$ cat src/rtl/hilo_if.sv
// -----------------------------------------------------------------------------
// hilo_if
// Execute-stage bundle between the pipeline and the HI/LO unit.
//   master (pipeline): drives valid, op, in0, in1, alu_result, alu_result_high;
//                      receives stall, busy, hilo_out, div_zero
//   slave  (hilo_unit): the mirror image
// -----------------------------------------------------------------------------
interface hilo_if;
    logic        valid;            // instruction present in execute
    logic [4:0]  op;               // ALU op code
    logic [31:0] in0;              // rs operand: dividend, MTHI/MTLO source
    logic [31:0] in1;              // rt operand: divisor
    logic [31:0] alu_result;       // low product word from the ALU
    logic [31:0] alu_result_high;  // high product word from the ALU
    logic        stall;            // hold execute stage this cycle
    logic        busy;             // divider iterating
    logic [31:0] hilo_out;         // MFHI/MFLO read data
    logic        div_zero;         // pulse after a zero-divisor accept

    modport master (
        output valid, op, in0, in1, alu_result, alu_result_high,
        input  stall, busy, hilo_out, div_zero
    );

    modport slave (
        input  valid, op, in0, in1, alu_result, alu_result_high,
        output stall, busy, hilo_out, div_zero
    );
endinterface

$ cat src/rtl/hilo_unit.sv
// -----------------------------------------------------------------------------
// hilo_unit
// HI/LO register pair plus a 32-iteration restoring divider for the MIPS
// execute stage. Multiply products from the ALU and MTHI/MTLO sources are
// written directly; divides run for 32 step cycles plus one sign-fix cycle
// while busy is held and later HI/LO-class instructions are stalled.
//   clk  : system clock, rising edge
//   rst  : synchronous active-high reset
//   bus  : hilo_if.slave (valid/op/operands in; stall/busy/hilo_out/div_zero out)
// -----------------------------------------------------------------------------
module hilo_unit (
    input  logic   clk,
    input  logic   rst,
    hilo_if.slave  bus
);

    localparam logic [4:0] OP_MULTS = 5'd2;
    localparam logic [4:0] OP_MULTU = 5'd3;
    localparam logic [4:0] OP_MFHI  = 5'd20;
    localparam logic [4:0] OP_MFLO  = 5'd21;
    localparam logic [4:0] OP_DIVS  = 5'd25;
    localparam logic [4:0] OP_DIVU  = 5'd26;
    localparam logic [4:0] OP_MTHI  = 5'd27;
    localparam logic [4:0] OP_MTLO  = 5'd28;

    typedef enum logic [1:0] {
        ST_IDLE,
        ST_DIV,
        ST_FIX
    } state_e;

    state_e      state_q;
    logic [31:0] hi_q;
    logic [31:0] lo_q;
    logic [32:0] rem_q;      // partial remainder (one guard bit for the shift)
    logic [31:0] quo_q;      // dividend shifts out of the top, quotient bits in at the bottom
    logic [31:0] dvsr_q;     // divisor magnitude
    logic [4:0]  cnt_q;      // iteration counter, 31 down to 0
    logic        q_neg_q;    // negate quotient in FIX
    logic        r_neg_q;    // negate remainder in FIX
    logic        busy_q;
    logic        div_zero_q;

    logic        is_hilo;
    logic        accept;
    logic [31:0] abs_in0;
    logic [31:0] abs_in1;
    logic [32:0] rem_shift;
    logic [32:0] rem_sub;
    logic [32:0] rem_d;
    logic [31:0] quo_d;
    logic [31:0] hilo_out_d;

    always_comb begin
        unique case (bus.op)
            OP_MULTS, OP_MULTU, OP_MFHI, OP_MFLO,
            OP_DIVS, OP_DIVU, OP_MTHI, OP_MTLO: is_hilo = 1'b1;
            default:                            is_hilo = 1'b0;
        endcase
    end

    // busy_q is high exactly while the FSM is out of IDLE, so accepting only
    // when !busy_q also means accepts happen only in IDLE.
    assign accept    = bus.valid && is_hilo && !busy_q;
    assign bus.stall = bus.valid && is_hilo && busy_q;

    // Signed divides iterate on magnitudes; 0x80000000 negates to itself,
    // which is the correct unsigned magnitude 2^31.
    assign abs_in0 = (bus.op == OP_DIVS && bus.in0[31]) ? (32'd0 - bus.in0) : bus.in0;
    assign abs_in1 = (bus.op == OP_DIVS && bus.in1[31]) ? (32'd0 - bus.in1) : bus.in1;

    // One restoring step: shift in the next dividend bit and subtract the
    // divisor; a set bit 32 on the difference means it went negative, so the
    // shifted value is kept and a 0 quotient bit is produced.
    assign rem_shift = {rem_q[31:0], quo_q[31]};
    assign rem_sub   = rem_shift - {1'b0, dvsr_q};

    always_comb begin
        if (rem_sub[32]) begin
            rem_d = rem_shift;
            quo_d = {quo_q[30:0], 1'b0};
        end else begin
            rem_d = rem_sub;
            quo_d = {quo_q[30:0], 1'b1};
        end
    end

    // NOTE: every always_comb output gets a value on every path (default
    // first) so no latch is inferred.
    always_comb begin
        hilo_out_d = 32'd0;
        if (bus.op == OP_MFHI) hilo_out_d = hi_q;
        if (bus.op == OP_MFLO) hilo_out_d = lo_q;
    end

    assign bus.hilo_out = hilo_out_d;
    assign bus.busy     = busy_q;
    assign bus.div_zero = div_zero_q;

    // NOTE: sequential state uses non-blocking assignments so every register
    // sees the pre-edge values of the others.
    always_ff @(posedge clk) begin
        if (rst) begin
            state_q    <= ST_IDLE;
            hi_q       <= 32'd0;
            lo_q       <= 32'd0;
            rem_q      <= 33'd0;
            quo_q      <= 32'd0;
            dvsr_q     <= 32'd0;
            cnt_q      <= 5'd0;
            q_neg_q    <= 1'b0;
            r_neg_q    <= 1'b0;
            busy_q     <= 1'b0;
            div_zero_q <= 1'b0;
        end else begin
            div_zero_q <= 1'b0;
            unique case (state_q)
                ST_IDLE: begin
                    if (accept) begin
                        case (bus.op)
                            OP_MULTS, OP_MULTU: begin
                                hi_q <= bus.alu_result_high;
                                lo_q <= bus.alu_result;
                            end
                            OP_MTHI: hi_q <= bus.in0;
                            OP_MTLO: lo_q <= bus.in0;
                            OP_DIVS, OP_DIVU: begin
                                if (bus.in1 == 32'd0) begin
                                    hi_q       <= bus.in0;
                                    lo_q       <= 32'hFFFF_FFFF;
                                    div_zero_q <= 1'b1;
                                end else begin
                                    rem_q   <= 33'd0;
                                    quo_q   <= abs_in0;
                                    dvsr_q  <= abs_in1;
                                    q_neg_q <= (bus.op == OP_DIVS) && (bus.in0[31] ^ bus.in1[31]);
                                    r_neg_q <= (bus.op == OP_DIVS) && bus.in0[31];
                                    cnt_q   <= 5'd31;
                                    busy_q  <= 1'b1;
                                    state_q <= ST_DIV;
                                end
                            end
                            default: ; // MFHI/MFLO are pure reads
                        endcase
                    end
                end
                ST_DIV: begin
                    rem_q <= rem_d;
                    quo_q <= quo_d;
                    if (cnt_q == 5'd0) begin
                        state_q <= ST_FIX;
                    end else begin
                        cnt_q <= cnt_q - 5'd1;
                    end
                end
                ST_FIX: begin
                    lo_q    <= q_neg_q ? (32'd0 - quo_q) : quo_q;
                    hi_q    <= r_neg_q ? (32'd0 - rem_q[31:0]) : rem_q[31:0];
                    busy_q  <= 1'b0;
                    state_q <= ST_IDLE;
                end
                default: begin
                    busy_q  <= 1'b0;
                    state_q <= ST_IDLE;
                end
            endcase
        end
    end

endmodule

$ cat src/flat_wrapper.sv
// flat-port wrapper written by rule: the top's interface ports become plain ports
module hilo_unit_flat 
  (clk, rst, bus_valid, bus_op, bus_in0, bus_in1, bus_alu_result, bus_alu_result_high, bus_stall, bus_busy, bus_hilo_out, bus_div_zero);
  hilo_if bus_i ();
  input  logic clk;
  input  logic rst;
  input wire logic [$bits(bus_i.valid)-1:0] bus_valid;
  input wire logic [$bits(bus_i.op)-1:0] bus_op;
  input wire logic [$bits(bus_i.in0)-1:0] bus_in0;
  input wire logic [$bits(bus_i.in1)-1:0] bus_in1;
  input wire logic [$bits(bus_i.alu_result)-1:0] bus_alu_result;
  input wire logic [$bits(bus_i.alu_result_high)-1:0] bus_alu_result_high;
  output wire logic [$bits(bus_i.stall)-1:0] bus_stall;
  output wire logic [$bits(bus_i.busy)-1:0] bus_busy;
  output wire logic [$bits(bus_i.hilo_out)-1:0] bus_hilo_out;
  output wire logic [$bits(bus_i.div_zero)-1:0] bus_div_zero;
  assign bus_i.valid = bus_valid;
  assign bus_i.op = bus_op;
  assign bus_i.in0 = bus_in0;
  assign bus_i.in1 = bus_in1;
  assign bus_i.alu_result = bus_alu_result;
  assign bus_i.alu_result_high = bus_alu_result_high;
  assign bus_stall = bus_i.stall;
  assign bus_busy = bus_i.busy;
  assign bus_hilo_out = bus_i.hilo_out;
  assign bus_div_zero = bus_i.div_zero;
  hilo_unit u_core (.clk(clk), .rst(rst), .bus(bus_i));
endmodule
$ cat config.mk
export PLATFORM = sky130hd
export DESIGN_NAME = hilo_unit_flat
export DESIGN_NICKNAME = d
export VERILOG_FILES = /design/src/rtl/hilo_if.sv /design/src/rtl/hilo_unit.sv /design/src/flat_wrapper.sv
export SDC_FILE = /design/constraint.sdc
export NUM_CORES = 1
export LEC_CHECK = 0
export ABC_CLOCK_PERIOD_IN_PS = 5500
export BUFFER_PORTS_ARGS = -buffer_cell sky130_fd_sc_hd__buf_2
export CELL_PAD_IN_SITES_DETAIL_PLACEMENT = 1
export CELL_PAD_IN_SITES_GLOBAL_PLACEMENT = 1
export CORE_MARGIN = 1.5
export CORE_UTILIZATION = 45
export CTS_CLUSTER_DIAMETER = 30
export DETAILED_ROUTE_END_ITERATION = 7
export PLACE_DENSITY_LB_ADDON = 0.1
export SLEW_MARGIN = 0
export SYNTH_ARGS = -nofsm -noshare
export SYNTH_HDL_FRONTEND = slang
export SYNTH_SLANG_ARGS = --single-unit
$ cat constraint.sdc
create_clock -name clk -period 5.5 [get_ports clk]
set_input_delay 0.825 -clock clk [delete_from_list [all_inputs] [get_ports clk]]
set_output_delay 0.825 -clock clk [all_outputs]
set_load 0.005 [all_outputs]
==> reports/summary.txt <==
outcome: finished clean
Crit. Startpoint: u_core.rem_q[6]$_SDFFE_PP0P_
Post-synth EDFFs: 0
Post-CTS Setup Inserts: 0
reg2reg path depth: 10
vias per cell: 5.97
DR WL met2: 21.6 mm
die area: 28700 sq um
RSZ-0062 raised after global routing: no
initial antenna violation count: 0
Least-Margin Pin Slew: 1.16 ns
critical path arrival: 4.63 ns
WL met3: 1.61 mm
Remaining DRCs: 0
Hold Crit Start: u_core.dvsr_q[31]$_SDFFE_PP0P_
leakage power: 0.00556 uW
Tot Pwr: 2890 uW
pre-CTS setup slack: 1.17 ns
met1 WL: 19.9 mm
count of different cell masters after synthesis: 69
Placed Area: 13600 sq um
Worst Slack Setup Final: 1.19 ns
FILL cells: 3465
gp weighted congestion: 0.936
synth top area cells: dfxtp_1, xnor2_1, nand2_1, mux2i_1, a211oi_1
DR top layer: met4
Pre-antenna DRT Iters: 5
largest area contributor in the netlist: dfxtp_1
post-route cell area: 14100 sq um
Initial DRC Count: 864
dpl hpwl: 32.9 mm
R2R Path End: u_core.rem_q[16]$_SDFFE_PP0P_
WL per Instance: 20.8 microns
xor/xnor share of the synthesized area: 0.105
first-pass GRT wire length: 70.1 mm
ant diodes: 0
port buffer count: 170
core region area: 27100 sq um
Num CTS Buffers: 17
WL final: 44.7 mm
commonest non-fill, non-tap cell in the layout: nand2_1
kind of critical path: flop to flop
Final setup viols: 0
Tmin final: 4.31 ns
Max Fclk: 0.232 GHz
H-tree lvl count: 4
number of global-route vias before repair: 12758
initial core utilization: 0.460
top_reg_cell synth: dfxtp_1
DR vias: 12826
Pwr per Cell Area: 204 nW/um^2
post-synth top area share: 0.275
largest net degree at the start of global routing: 86
Layout Nets: 1937
worst vdd ir: 0.230 mV
Max FO, Critical Path: 17
grt ovf: 0
Setup crit end: u_core.rem_q[16]$_SDFFE_PP0P_
Gate Count Post-Synth: 1674
Max Cap Viol: 0
CTS max path bufs: 2
largest family of logic cells by synthesized area: compound AO/OA/AOI/OAI gates
Hold WC Path Type: flop to flop
final period utilization: 0.783
Ys Warns: 0
fin. max-slew vios: 0
mux share of post-synthesis cell area: 0.0530
total negative setup slack: 0 ns
Synth async-reset ratio: 0
Synth Net Count: 1849
CP Launch Type: flop
gr usage total: 0.312
most frequent cells in the layout: nand2_1, dfxtp_1, buf_2, nor2_1, a21oi_1
Clk Latency, worst-skew pair: 0.44 ns
Worst-path clk slew: 0.07 ns
CTS tree: done
endpoints failing hold: 0
clk_skew: 0.0155 ns
Synth Area in Compound Gates: 0.255
Rows: 60
Synth Area in Simple Gates: 0.216
synthesized cell area: 12500 sq um
Syn Area/Cell: 7.45 sq um
reg2reg start: u_core.rem_q[6]$_SDFFE_PP0P_
Worst Setup End Kind: flop
CTS Sinks: 171
sequential area share after synthesis: 0.275
Reg2Reg Setup Slack: 1.19 ns
Post-CTS Hold Buffers: 0
Critical Path RT: 5.83 ns
Die Wd: 169 microns
cts repair resizes: 0
Post-DRT Antenna Nets: 0
area grow syn2layout: 13.4%
clock root cell: clkbuf_16
share of cells above drive strength 1: 0.141
Ports: 171
adder-cell share of the synthesized area: 0.0397
Worst slew margin: 0.220
Final Core Density: 0.522
Die Ht: 169 microns
post-synthesis register bit count: 171
## cell type report
class	count	area [sq um]	area share
Multi-Input combinational cell	1315	8400	0.594
Sequential cell	171	3420	0.242
Timing Repair Buffer	191	1020	0.0724
Tap cell	372	465	0.0329
Clock buffer	19	443	0.0313
Inverter	66	248	0.0175
Clock inverter	13	133	0.00938
## power breakdown
| part | internal, uW | switching, uW | total, uW |
|---|---|---|---|
| registers | 1250 | 7.02 | 1250 |
| logic | 153 | 256 | 409 |
| clock network | 650 | 578 | 1230 |
| total | 2050 | 841 | 2890 |
## cells by family after synthesis
| logic type | count (synthesis) |
|---|---|
| flops | 171 |
| fa+ha+maj | 39 |
| compound gates | 472 |
| buf+inv | 188 |
| mux | 66 |
| simple gates | 589 |
| xor+xnor | 149 |
## critical path, stage by stage, from the launching register on
cell and delay, ns:
dfxtp_1 0.52, ha_1 0.37, a2111o_1 0.45, o2111a_1 0.30, o31a_1 0.37, a41o_1 0.33, a311oi_2 0.57, xor2_2 0.65
buf_4 0.33, nand2b_1 0.08, a32o_1 0.23
## state kept, by name, summed over array words and instances, names as in the netlist, 2 cells and up
name            count
u_core.cnt_q        5
u_core.dvsr_q      32
u_core.hi_q        32
u_core.lo_q        32
u_core.quo_q       32
u_core.rem_q       32
u_core.state_q      2
## synth_stat cells, drive strengths merged, types with 23 or more instances
| master | instances |
|---|---|
| o211ai | 47 |
| nand3 | 79 |
| a211oi | 89 |
| nand2 | 212 |
| or3 | 23 |
| o31ai | 34 |
| dfxtp | 171 |
| nor3 | 28 |
| o22ai | 38 |
| xnor2 | 105 |
| inv | 66 |
| o21ai | 63 |
| mux2i | 66 |
| nor2 | 160 |
| a21oi | 116 |
| xor2 | 44 |
| ha | 38 |
| clkbuf | 107 |
## per-layer routing
metal | GRT usage | vias to the layer above
li1 | - | 6219
met1 | 0.391 | 6269
met2 | 0.542 | 265
met3 | 0.0452 | 73
met4 | 0.121 | 0
met5 | 0 | -
## per-stage QoR
step / instances / hold slack [ns]
detailed placement: 2115 / 0.447
floorplan: 1674 / 0.431
CTS: 2147 / 0.457
finish: 2147 / 0.456
global placement: 2115 / 0.438
global route: 2147 / 0.472
## worst min-delay path by stage
| stage | to | slack [ns] | cells past startpoint |
|---|---|---|---|
| after detailed placement | u_core.hi_q[26]$_SDFFE_PP0P_ | 0.45 | 2 |
| after floorplan | u_core.hi_q[0]$_SDFFE_PP0P_ | 0.43 | 2 |
| after global routing | u_core.hi_q[18]$_SDFFE_PP0P_ | 0.47 | 2 |
| after CTS | u_core.hi_q[26]$_SDFFE_PP0P_ | 0.46 | 2 |
| final | u_core.dvsr_q[31]$_SDFFE_PP0P_ | 0.46 | 2 |
| after global placement | u_core.hi_q[28]$_SDFFE_PP0P_ | 0.44 | 2 |
(Power assumes the default switching activity.)
